<file path="src/rtl/avalon_pwm_pkg.sv">
// Shared definitions for the multi-channel Avalon PWM: register offsets, CTRL layout, helpers.
// CTRL IE/PEND bits are only live when PWM_IRQ_EN is defined.
package avalon_pwm_pkg;

   localparam int unsigned DATA_W = 32;

   localparam logic [1:0] OFF_WIDTH  = 2'd0;
   localparam logic [1:0] OFF_PERIOD = 2'd1;
   localparam logic [1:0] OFF_CTRL   = 2'd2;
   localparam logic [1:0] OFF_COUNT  = 2'd3;

   localparam int unsigned CTRL_EN   = 0;
   localparam int unsigned CTRL_POL  = 1;
   localparam int unsigned CTRL_IE   = 2;
   localparam int unsigned CTRL_PEND = 8;

   typedef struct packed {
      logic pend;
      logic ie;
      logic pol;
      logic en;
   } ctrl_t;

   // Byte-lane merge of a bus write into an existing register value.
   function automatic logic [DATA_W-1:0] be_merge(input logic [DATA_W-1:0] old_v,
                                                  input logic [DATA_W-1:0] new_v,
                                                  input logic [3:0]        be);
      logic [DATA_W-1:0] r;
      r = old_v;
      for (int b = 0; b < 4; b++) begin
         if (be[b]) r[8*b +: 8] = new_v[8*b +: 8];
      end
      return r;
   endfunction

   function automatic logic [DATA_W-1:0] ctrl_word(input ctrl_t c);
      logic [DATA_W-1:0] w;
      w            = '0;
      w[CTRL_EN]   = c.en;
      w[CTRL_POL]  = c.pol;
      w[CTRL_IE]   = c.ie;
      w[CTRL_PEND] = c.pend;
      return w;
   endfunction

endpackage

</file>
<file path="src/rtl/avalon_pwm_multi_channel.sv">
// pwm_channel: one PWM channel with pending/active shadow registers, counter and registered output.
// With PWM_IRQ_EN defined the sticky PEND flag is set on every counter wrap.
module pwm_channel
   import avalon_pwm_pkg::*;
#(
   parameter int unsigned CNT_W      = 32,
   parameter int unsigned DEF_PERIOD = 500000,
   parameter int unsigned DEF_WIDTH  = 250000
) (
   input  logic             clk_i,
   input  logic             rst_i,
   input  logic             wr_width_i,
   input  logic             wr_period_i,
   input  logic             wr_ctrl_i,
   input  logic [CNT_W-1:0] wdata_i,
   input  ctrl_t            ctrl_i,
   output logic [CNT_W-1:0] width_o,
   output logic [CNT_W-1:0] period_o,
   output ctrl_t            ctrl_o,
   output logic             pwm_o
);

   logic [CNT_W-1:0] pend_width_q, pend_width_d;
   logic [CNT_W-1:0] pend_period_q, pend_period_d;
   logic [CNT_W-1:0] act_width_q, act_width_d;
   logic [CNT_W-1:0] act_period_q, act_period_d;
   logic [CNT_W-1:0] cnt_q, cnt_d;
   ctrl_t            ctrl_q, ctrl_d;
   logic             pwm_q, pwm_d;
   logic             run, wrap, load;

   // A zero active period keeps the counter idle instead of underflowing the wrap compare.
   always_comb begin
      run  = ctrl_q.en && (act_period_q != '0);
      wrap = run && (cnt_q == act_period_q - CNT_W'(1));
      load = wrap || !ctrl_q.en;

      pend_width_d  = wr_width_i  ? wdata_i : pend_width_q;
      pend_period_d = wr_period_i ? wdata_i : pend_period_q;
      // Active regs take the pre-write pending value, so a write on the wrap cycle waits a period.
      act_width_d   = load ? pend_width_q  : act_width_q;
      act_period_d  = load ? pend_period_q : act_period_q;

      cnt_d = (run && !wrap) ? cnt_q + CNT_W'(1) : '0;
      pwm_d = (run && (cnt_q < act_width_q)) ^ ctrl_q.pol;

      ctrl_d = wr_ctrl_i ? ctrl_i : ctrl_q;
`ifdef PWM_IRQ_EN
      if (wrap) ctrl_d.pend = 1'b1;
`endif
   end

   always_ff @(posedge clk_i) begin
      if (rst_i) begin
         pend_width_q  <= CNT_W'(DEF_WIDTH);
         pend_period_q <= CNT_W'(DEF_PERIOD);
         act_width_q   <= CNT_W'(DEF_WIDTH);
         act_period_q  <= CNT_W'(DEF_PERIOD);
         cnt_q         <= '0;
         ctrl_q        <= '0;
         pwm_q         <= 1'b0;
      end else begin
         pend_width_q  <= pend_width_d;
         pend_period_q <= pend_period_d;
         act_width_q   <= act_width_d;
         act_period_q  <= act_period_d;
         cnt_q         <= cnt_d;
         ctrl_q        <= ctrl_d;
         pwm_q         <= pwm_d;
      end
   end

   assign width_o  = pend_width_q;
   assign period_o = pend_period_q;
   assign ctrl_o   = ctrl_q;
   assign pwm_o    = pwm_q;

endmodule

</file>
<file path="src/rtl/avalon_pwm_multi.sv">
// N-channel PWM behind one Avalon-MM slave: address decode, byte-lane merge, registered read path.
// Define PWM_IRQ_EN to add the ins_irq output and the CTRL IE/PEND bits.
module avalon_pwm_multi
   import avalon_pwm_pkg::*;
#(
   parameter  int unsigned N_CH       = 4,
   parameter  int unsigned CNT_W      = 32,
   parameter  int unsigned DEF_PERIOD = 500000,
   parameter  int unsigned DEF_WIDTH  = 250000,
   localparam int unsigned ADDR_W     = $clog2(N_CH) + 2
) (
   input  logic              csi_clk,
   input  logic              rsi_rst,
   input  logic              avs_s0_chipselect,
   input  logic              avs_s0_read,
   input  logic              avs_s0_write,
   input  logic [ADDR_W-1:0] avs_s0_address,
   input  logic [3:0]        avs_s0_byteenable,
   input  logic [31:0]       avs_s0_writedata,
   output logic [31:0]       avs_s0_readdata,
   output logic [N_CH-1:0]   coe_pwm_out
`ifdef PWM_IRQ_EN
   ,
   output logic              ins_irq
`endif
);

   localparam int unsigned CH_W = (N_CH > 1) ? $clog2(N_CH) : 1;

   logic [CH_W-1:0]   ch_idx;
   logic [1:0]        offset;
   logic              wr_en, rd_en;
   logic [CNT_W-1:0]  ch_width  [N_CH];
   logic [CNT_W-1:0]  ch_period [N_CH];
   ctrl_t             ch_ctrl   [N_CH];
   logic [DATA_W-1:0] ch_rdata  [N_CH];
   logic [DATA_W-1:0] rd_mux;

   if (ADDR_W > 2) begin : g_idx
      assign ch_idx = avs_s0_address[ADDR_W-1:2];
   end else begin : g_idx_single
      assign ch_idx = '0;
   end

   assign offset = avs_s0_address[1:0];
   assign wr_en  = avs_s0_chipselect && avs_s0_write;
   assign rd_en  = avs_s0_chipselect && avs_s0_read;

`ifdef PWM_IRQ_EN
   logic [N_CH-1:0] irq_vec;
`endif

   for (genvar i = 0; i < N_CH; i++) begin : g_ch
      logic              sel;
      logic [CNT_W-1:0]  old_v;
      logic [CNT_W-1:0]  wdata;
      ctrl_t             ctrl_new;
      logic [DATA_W-1:0] rdata;

      assign sel   = wr_en && (ch_idx == CH_W'(i));
      assign old_v = (offset == OFF_PERIOD) ? ch_period[i] : ch_width[i];
      assign wdata = CNT_W'(be_merge(DATA_W'(old_v), avs_s0_writedata, avs_s0_byteenable));

      // PEND is write-1-to-clear through byte lane 1; other CTRL bits come from lane 0.
      always_comb begin
         ctrl_new = ch_ctrl[i];
         if (avs_s0_byteenable[0]) begin
            ctrl_new.en  = avs_s0_writedata[CTRL_EN];
            ctrl_new.pol = avs_s0_writedata[CTRL_POL];
`ifdef PWM_IRQ_EN
            ctrl_new.ie  = avs_s0_writedata[CTRL_IE];
`endif
         end
`ifdef PWM_IRQ_EN
         if (avs_s0_byteenable[1] && avs_s0_writedata[CTRL_PEND]) ctrl_new.pend = 1'b0;
`endif
      end

      // COUNT is write-ignored and reads as zero.
      always_comb begin
         unique case (offset)
            OFF_WIDTH:  rdata = DATA_W'(ch_width[i]);
            OFF_PERIOD: rdata = DATA_W'(ch_period[i]);
            OFF_CTRL:   rdata = ctrl_word(ch_ctrl[i]);
            OFF_COUNT:  rdata = '0;
            default:    rdata = '0;
         endcase
      end
      assign ch_rdata[i] = rdata;

      pwm_channel #(
         .CNT_W      (CNT_W),
         .DEF_PERIOD (DEF_PERIOD),
         .DEF_WIDTH  (DEF_WIDTH)
      ) u_ch (
         .clk_i       (csi_clk),
         .rst_i       (rsi_rst),
         .wr_width_i  (sel && (offset == OFF_WIDTH)),
         .wr_period_i (sel && (offset == OFF_PERIOD)),
         .wr_ctrl_i   (sel && (offset == OFF_CTRL)),
         .wdata_i     (wdata),
         .ctrl_i      (ctrl_new),
         .width_o     (ch_width[i]),
         .period_o    (ch_period[i]),
         .ctrl_o      (ch_ctrl[i]),
         .pwm_o       (coe_pwm_out[i])
      );

`ifdef PWM_IRQ_EN
      assign irq_vec[i] = ch_ctrl[i].pend && ch_ctrl[i].ie;
`endif
   end

   // Unmatched channel indices fall through to zero.
   always_comb begin
      rd_mux = '0;
      for (int i = 0; i < N_CH; i++) begin
         if (ch_idx == CH_W'(i)) rd_mux = ch_rdata[i];
      end
   end

   always_ff @(posedge csi_clk) begin
      if (rsi_rst) begin
         avs_s0_readdata <= '0;
      end else if (rd_en) begin
         avs_s0_readdata <= rd_mux;
      end
   end

`ifdef PWM_IRQ_EN
   always_ff @(posedge csi_clk) begin
      if (rsi_rst) ins_irq <= 1'b0;
      else         ins_irq <= |irq_vec;
   end
`endif

endmodule

</file>
<file path="config.mk">
export PLATFORM = sky130hd
export DESIGN_NAME = avalon_pwm_multi
export DESIGN_NICKNAME = d
export VERILOG_FILES = /design/src/rtl/avalon_pwm_pkg.sv /design/src/rtl/avalon_pwm_multi_channel.sv /design/src/rtl/avalon_pwm_multi.sv
export SDC_FILE = /design/constraint.sdc
export NUM_CORES = 2
export LEC_CHECK = 0
export BUFFER_PORTS_ARGS = -buffer_cell sky130_fd_sc_hd__buf_2
export CELL_PAD_IN_SITES_DETAIL_PLACEMENT = 2
export CELL_PAD_IN_SITES_GLOBAL_PLACEMENT = 2
export CORE_MARGIN = 5
export CORE_UTILIZATION = 40
export DETAILED_ROUTE_END_ITERATION = 6
export PLACE_DENSITY_LB_ADDON = 0.1
export REMOVE_ABC_BUFFERS = 1
export SYNTH_ARGS = -nofsm -noshare
export SYNTH_HDL_FRONTEND = slang
export SYNTH_HIERARCHICAL = 1
export SYNTH_SLANG_ARGS = --single-unit
export TNS_END_PERCENT = 10
</file>
<file path="constraint.sdc">
create_clock -name csi_clk -period 4.8 [get_ports csi_clk]
set_input_delay 0.24 -clock csi_clk [delete_from_list [all_inputs] [get_ports csi_clk]]
set_output_delay 0.24 -clock csi_clk [all_outputs]
set_load 0.01 [all_outputs]
</file>
==> flow_metrics.py <==
metrics = {
    "yosys": {
        "synth_most_common_cell": "nor2_1",
        "synth.top_cell.area_share_pct": 36.33,
        "ys_top_cells_by_count": "757 x nor2_1, 692 x dfxtp_1, 542 x mux2i_1",
        "syn_area_per_cell_um2": 8.499,
        "synth_edf_count": 0,
        "yosys_warnings": 6,
        "yosysSeqAreaShare_pct": 36.33,
        "syn_area_um2": 38130,
        "synthDistinctLibCells": 82,
        "ys_ff_latch": 692,
        "async_flop_share_pct": 0,
        "synth_cells": 4486,
        "synth_top_cells_by_area": "dfxtp_1 36%, mux2i_1 14%, nor2_1 7.5%",
        "synth-main-ff-cell": "dfxtp_1",
        "yosysTopAreaCell": "dfxtp_1",
    },
    "clock_tree": {
        "cts_tree": "done",
        "clock_path_buffers": 3,
        "clock_latency_ns": 0.67,
        "htreeDepth": 3,
        "clkTransAtPathRegs_ns": 0.06,
        "cts_num_sinks": 692,
        "cts_setup_buffers": 0,
        "ctsRootBufferMaster": "clkbuf_16",
        "cts_buffers": 83,
    },
    "critical_path": {
        "path_delay_family": "simple AND/OR/NAND/NOR gates",
        "regToRegSetupSlack_ns": 0.60,
        "critical_path_depth": 9,
        "crit_start": "g_ch[1].u_ch/act_period_q[2]$_SDFFE_PP0P_",
        "startpoint_type": "flop",
        "rr_worst_depth": 9,
        "crit_top_cell": "nor4_1",
        "max_stage_delay_ns": 1.04,
        "worstPathCellList": "nor4_1 -> nand4_1 -> o31ai_1 -> o311ai_0 -> nor4_1 -> a41o_4 -> buf_4 -> mux2i_1 -> nor2_1",
        "critPathCapture": "g_ch[1].u_ch/act_period_q[21]$_SDFFE_PP0P_",
        "critPathKind": "flop to flop",
        "worst_path_max_delay_cell": "nor4_1",
        "required_ns": 5.31,
        "rr_startpoint": "g_ch[1].u_ch/act_period_q[2]$_SDFFE_PP0P_",
        "r2r-end": "g_ch[1].u_ch/act_period_q[21]$_SDFFE_PP0P_",
        "arrival_ns": 4.71,
        "end_kind": "flop",
        "worst-path-max-fanout": 26,
        "cp_num_buf_inv": 1,
    },
    "routing": {
        "drt-initial-drc-count": 2096,
        "routedWlPerCell_um": 25.95,
        "via_per_inst": 5.847,
        "drc": 0,
        "drtPass1Iterations": 5,
        "drtAntennaViolNets": 0,
        "routed_wirelength_um": 150000,
        "num_vias": 33800,
    },
    "sta": {
        "finalClockSkew_ns": 0.02928,
        "worst_slew_margin_rel_pct": 9.480,
        "setup_viol": 0,
        "layout_min_cycle_time_ns": 4.201,
        "finalHoldViolCount": 0,
        "tightest_slew_ns": 1.353,
        "rsz0062_at_grt": "no",
        "final_max_slew_viol_count": 0,
        "setup_tns_ns": 0,
        "fmax_mhz": 238.0,
        "fin_crit_sh_pct": 87.52,
    },
    "placed_design": {
        "placed_cell_area_um2": 39510,
        "place_inst": 5631,
        "dpl.hpwl_um": 107800,
        "numPortBuffers": 80,
        "gp_congestion": 0.9358,
    },
    "floorplan": {
        "fp-row-count": 113,
        "pin_count": 81,
        "core_um2": 94870,
        "fp.dieW_um": 318.7,
        "start_util_pct": 40.19,
        "floorplan.die_area_um2": 101600,
        "fp.dieH_um": 318.7,
    },
    "job": {
        "max_cap_violations": 0,
    },
    "layout": {
        "fin_area_um2": 42230,
        "drive_gt1_share_pct": 8.354,
        "fillers": 10518,
        "syn2layout_area_growth_pct": 10.76,
        "nNetsFinal": 4629,
        "fin_cells": 5781,
    },
    "grt": {
        "grt_max_degree": 138,
        "grt_pass1_vias": 35388,
        "grt_pass1_wl_um": 225400,
        "antenna_found_initial": 5,
        "overflow": 0,
        "grt_usage_pct": 28.31,
    },
    "power": {
        "p_int_mw": 9.692,
        "pwr-share-clk_pct": 49.2,
        "switchingPower_mw": 3.296,
        "comb_power_share_pct": 5.9,
        "p_per_area_nw_per_um2": 307.6,
        "power.leakage_nw": 16.88,
        "switching_share_pct": 25.38,
        "seqPwrFrac_pct": 44.9,
        "ir_drop_mv": 0.2132,
    },
    "outcome": {
        "status": "complete, no violations",
    },
    "hold_path": {
        "hold_path.class": "input pin to flop",
    },
}
==> layout by cell type, fill, tap and decap left out, drive strengths merged, types with 20 or more instances in the layout <==
master / Yosys / routed
nand3b: 23 / 23
or4: 21 / 21
nor2: 758 / 758
nand3: 83 / 83
buf: 107 / 156
nor2b: 62 / 62
xor2: 138 / 138
nand4: 87 / 87
nor4: 43 / 43
inv: 201 / 203
a211o: 92 / 92
o22ai: 39 / 39
mux2i: 542 / 542
nand2: 401 / 401
o21ai: 110 / 110
clkbuf: 170 / 116
a31oi: 144 / 144
a21o: 41 / 41
a21oi: 61 / 61
o211ai: 23 / 23
nor3: 94 / 94
and4: 22 / 22
nand2b: 20 / 20
xnor2: 130 / 130
dfxtp: 692 / 692
clkinv: 0 / 20
ha: 132 / 132
==> worst reg2reg max path, cell delays in order, from the launching register on <==
cell and delay (ns):
dfxtp_1 0.39, nor4_1 1.04, nand4_1 0.36, o31ai_1 0.35, o311ai_0 0.20, nor4_1 0.52, a41o_4 0.61, buf_4 0.27
mux2i_1 0.24, nor2_1 0.07
==> cell families after synthesis <==
family / synth area share, %
AO/OA/AOI/OAI: 12.34
buffers and inverters: 5.730
multiplexers: 14.79
AND/OR/NAND/NOR: 20.32
flip-flops: 36.34
XOR/XNOR: 6.156
adder cells (fa/ha/maj): 4.332
==> through the flow <==
stage          power [mW]  util, %  setup WS [ns]  hold slack, ns
4_1_cts             13.10    44.50         0.6389          0.1411
2_1_floorplan       6.262        -         -2.260          0.3097
5_1_grt             13.39    44.50         0.3656          0.1988
6_report            12.99    44.51         0.5991          0.2008
3_5_place_dp        6.701    41.65         0.6751          0.4665
3_3_place_gp        6.687    41.65         0.8346          0.4508
==> state kept, by name (all words and copies together) (netlist names) <==
register,flops
avs_s0_readdata,32
g_ch.u_ch/act_period_q,128
g_ch.u_ch/act_width_q,128
g_ch.u_ch/cnt_q,128
g_ch.u_ch/ctrl_o,16
g_ch.u_ch/period_o,128
g_ch.u_ch/pwm_o,4
g_ch.u_ch/width_o,128
==> per-layer routing <==
metal | wire length [um] | GRT usage [%]
met1 | 68050 | 38.13
met2 | 71160 | 48.00
met5 | 13 | 0
met4 | 3903 | 7.213
met3 | 6903 | 4.021
==> area by class of cell <==
| class | instances | area (um^2) | area share [%] |
|---|---|---|---|
| diodes | 3 | 7.507 | 0.01778 |
| clock buffers | 115 | 2400 | 5.683 |
| clock inverters | 31 | 301.5 | 0.7141 |
| inverters | 201 | 754.5 | 1.787 |
| multi-input cells | 3316 | 22220 | 52.62 |
| flip-flops and latches | 692 | 13850 | 32.81 |
| well taps | 1265 | 1583 | 3.748 |
| repair buffers | 158 | 1107 | 2.622 |
==> timing repair <==
item	4_1_cts	5_1_grt
endpoints found under the hold margin	25	0
hold buffers	1	0
resized for setup	0	0
==> worst min path at each step <==
| stage | slack (ns) | from | to | cells past startpoint |
|---|---|---|---|---|
| floorplan | 0.31 | rsi_rst | avs_s0_readdata[14]$_SDFFE_PP0P_ | 1 |
| global placement | 0.45 | avs_s0_readdata[28]$_SDFFE_PP0P_ | avs_s0_readdata[28]$_SDFFE_PP0P_ | 2 |
| detailed placement | 0.47 | avs_s0_readdata[28]$_SDFFE_PP0P_ | avs_s0_readdata[28]$_SDFFE_PP0P_ | 2 |
| CTS | 0.14 | avs_s0_byteenable[0] | g_ch[3].u_ch/ctrl_o[1]$_SDFFE_PP0P_ | 4 |
| global route | 0.20 | avs_s0_read | avs_s0_readdata[17]$_SDFFE_PP0P_ | 5 |
| finish | 0.20 | avs_s0_byteenable[0] | g_ch[3].u_ch/ctrl_o[1]$_SDFFE_PP0P_ | 4 |
==> power by group through the flow <==
stage | combinational (mW) | sequential (mW) | clock, mW
floorplan | 0.323 | 5.94 | 0
global placement | 0.731 | 5.96 | 0
detailed placement | 0.744 | 5.96 | 0
CTS | 0.750 | 5.83 | 6.52
global route | 0.798 | 5.83 | 6.76
finish | 0.765 | 5.83 | 6.39
Note: power is estimated with default switching activity, not from simulation.
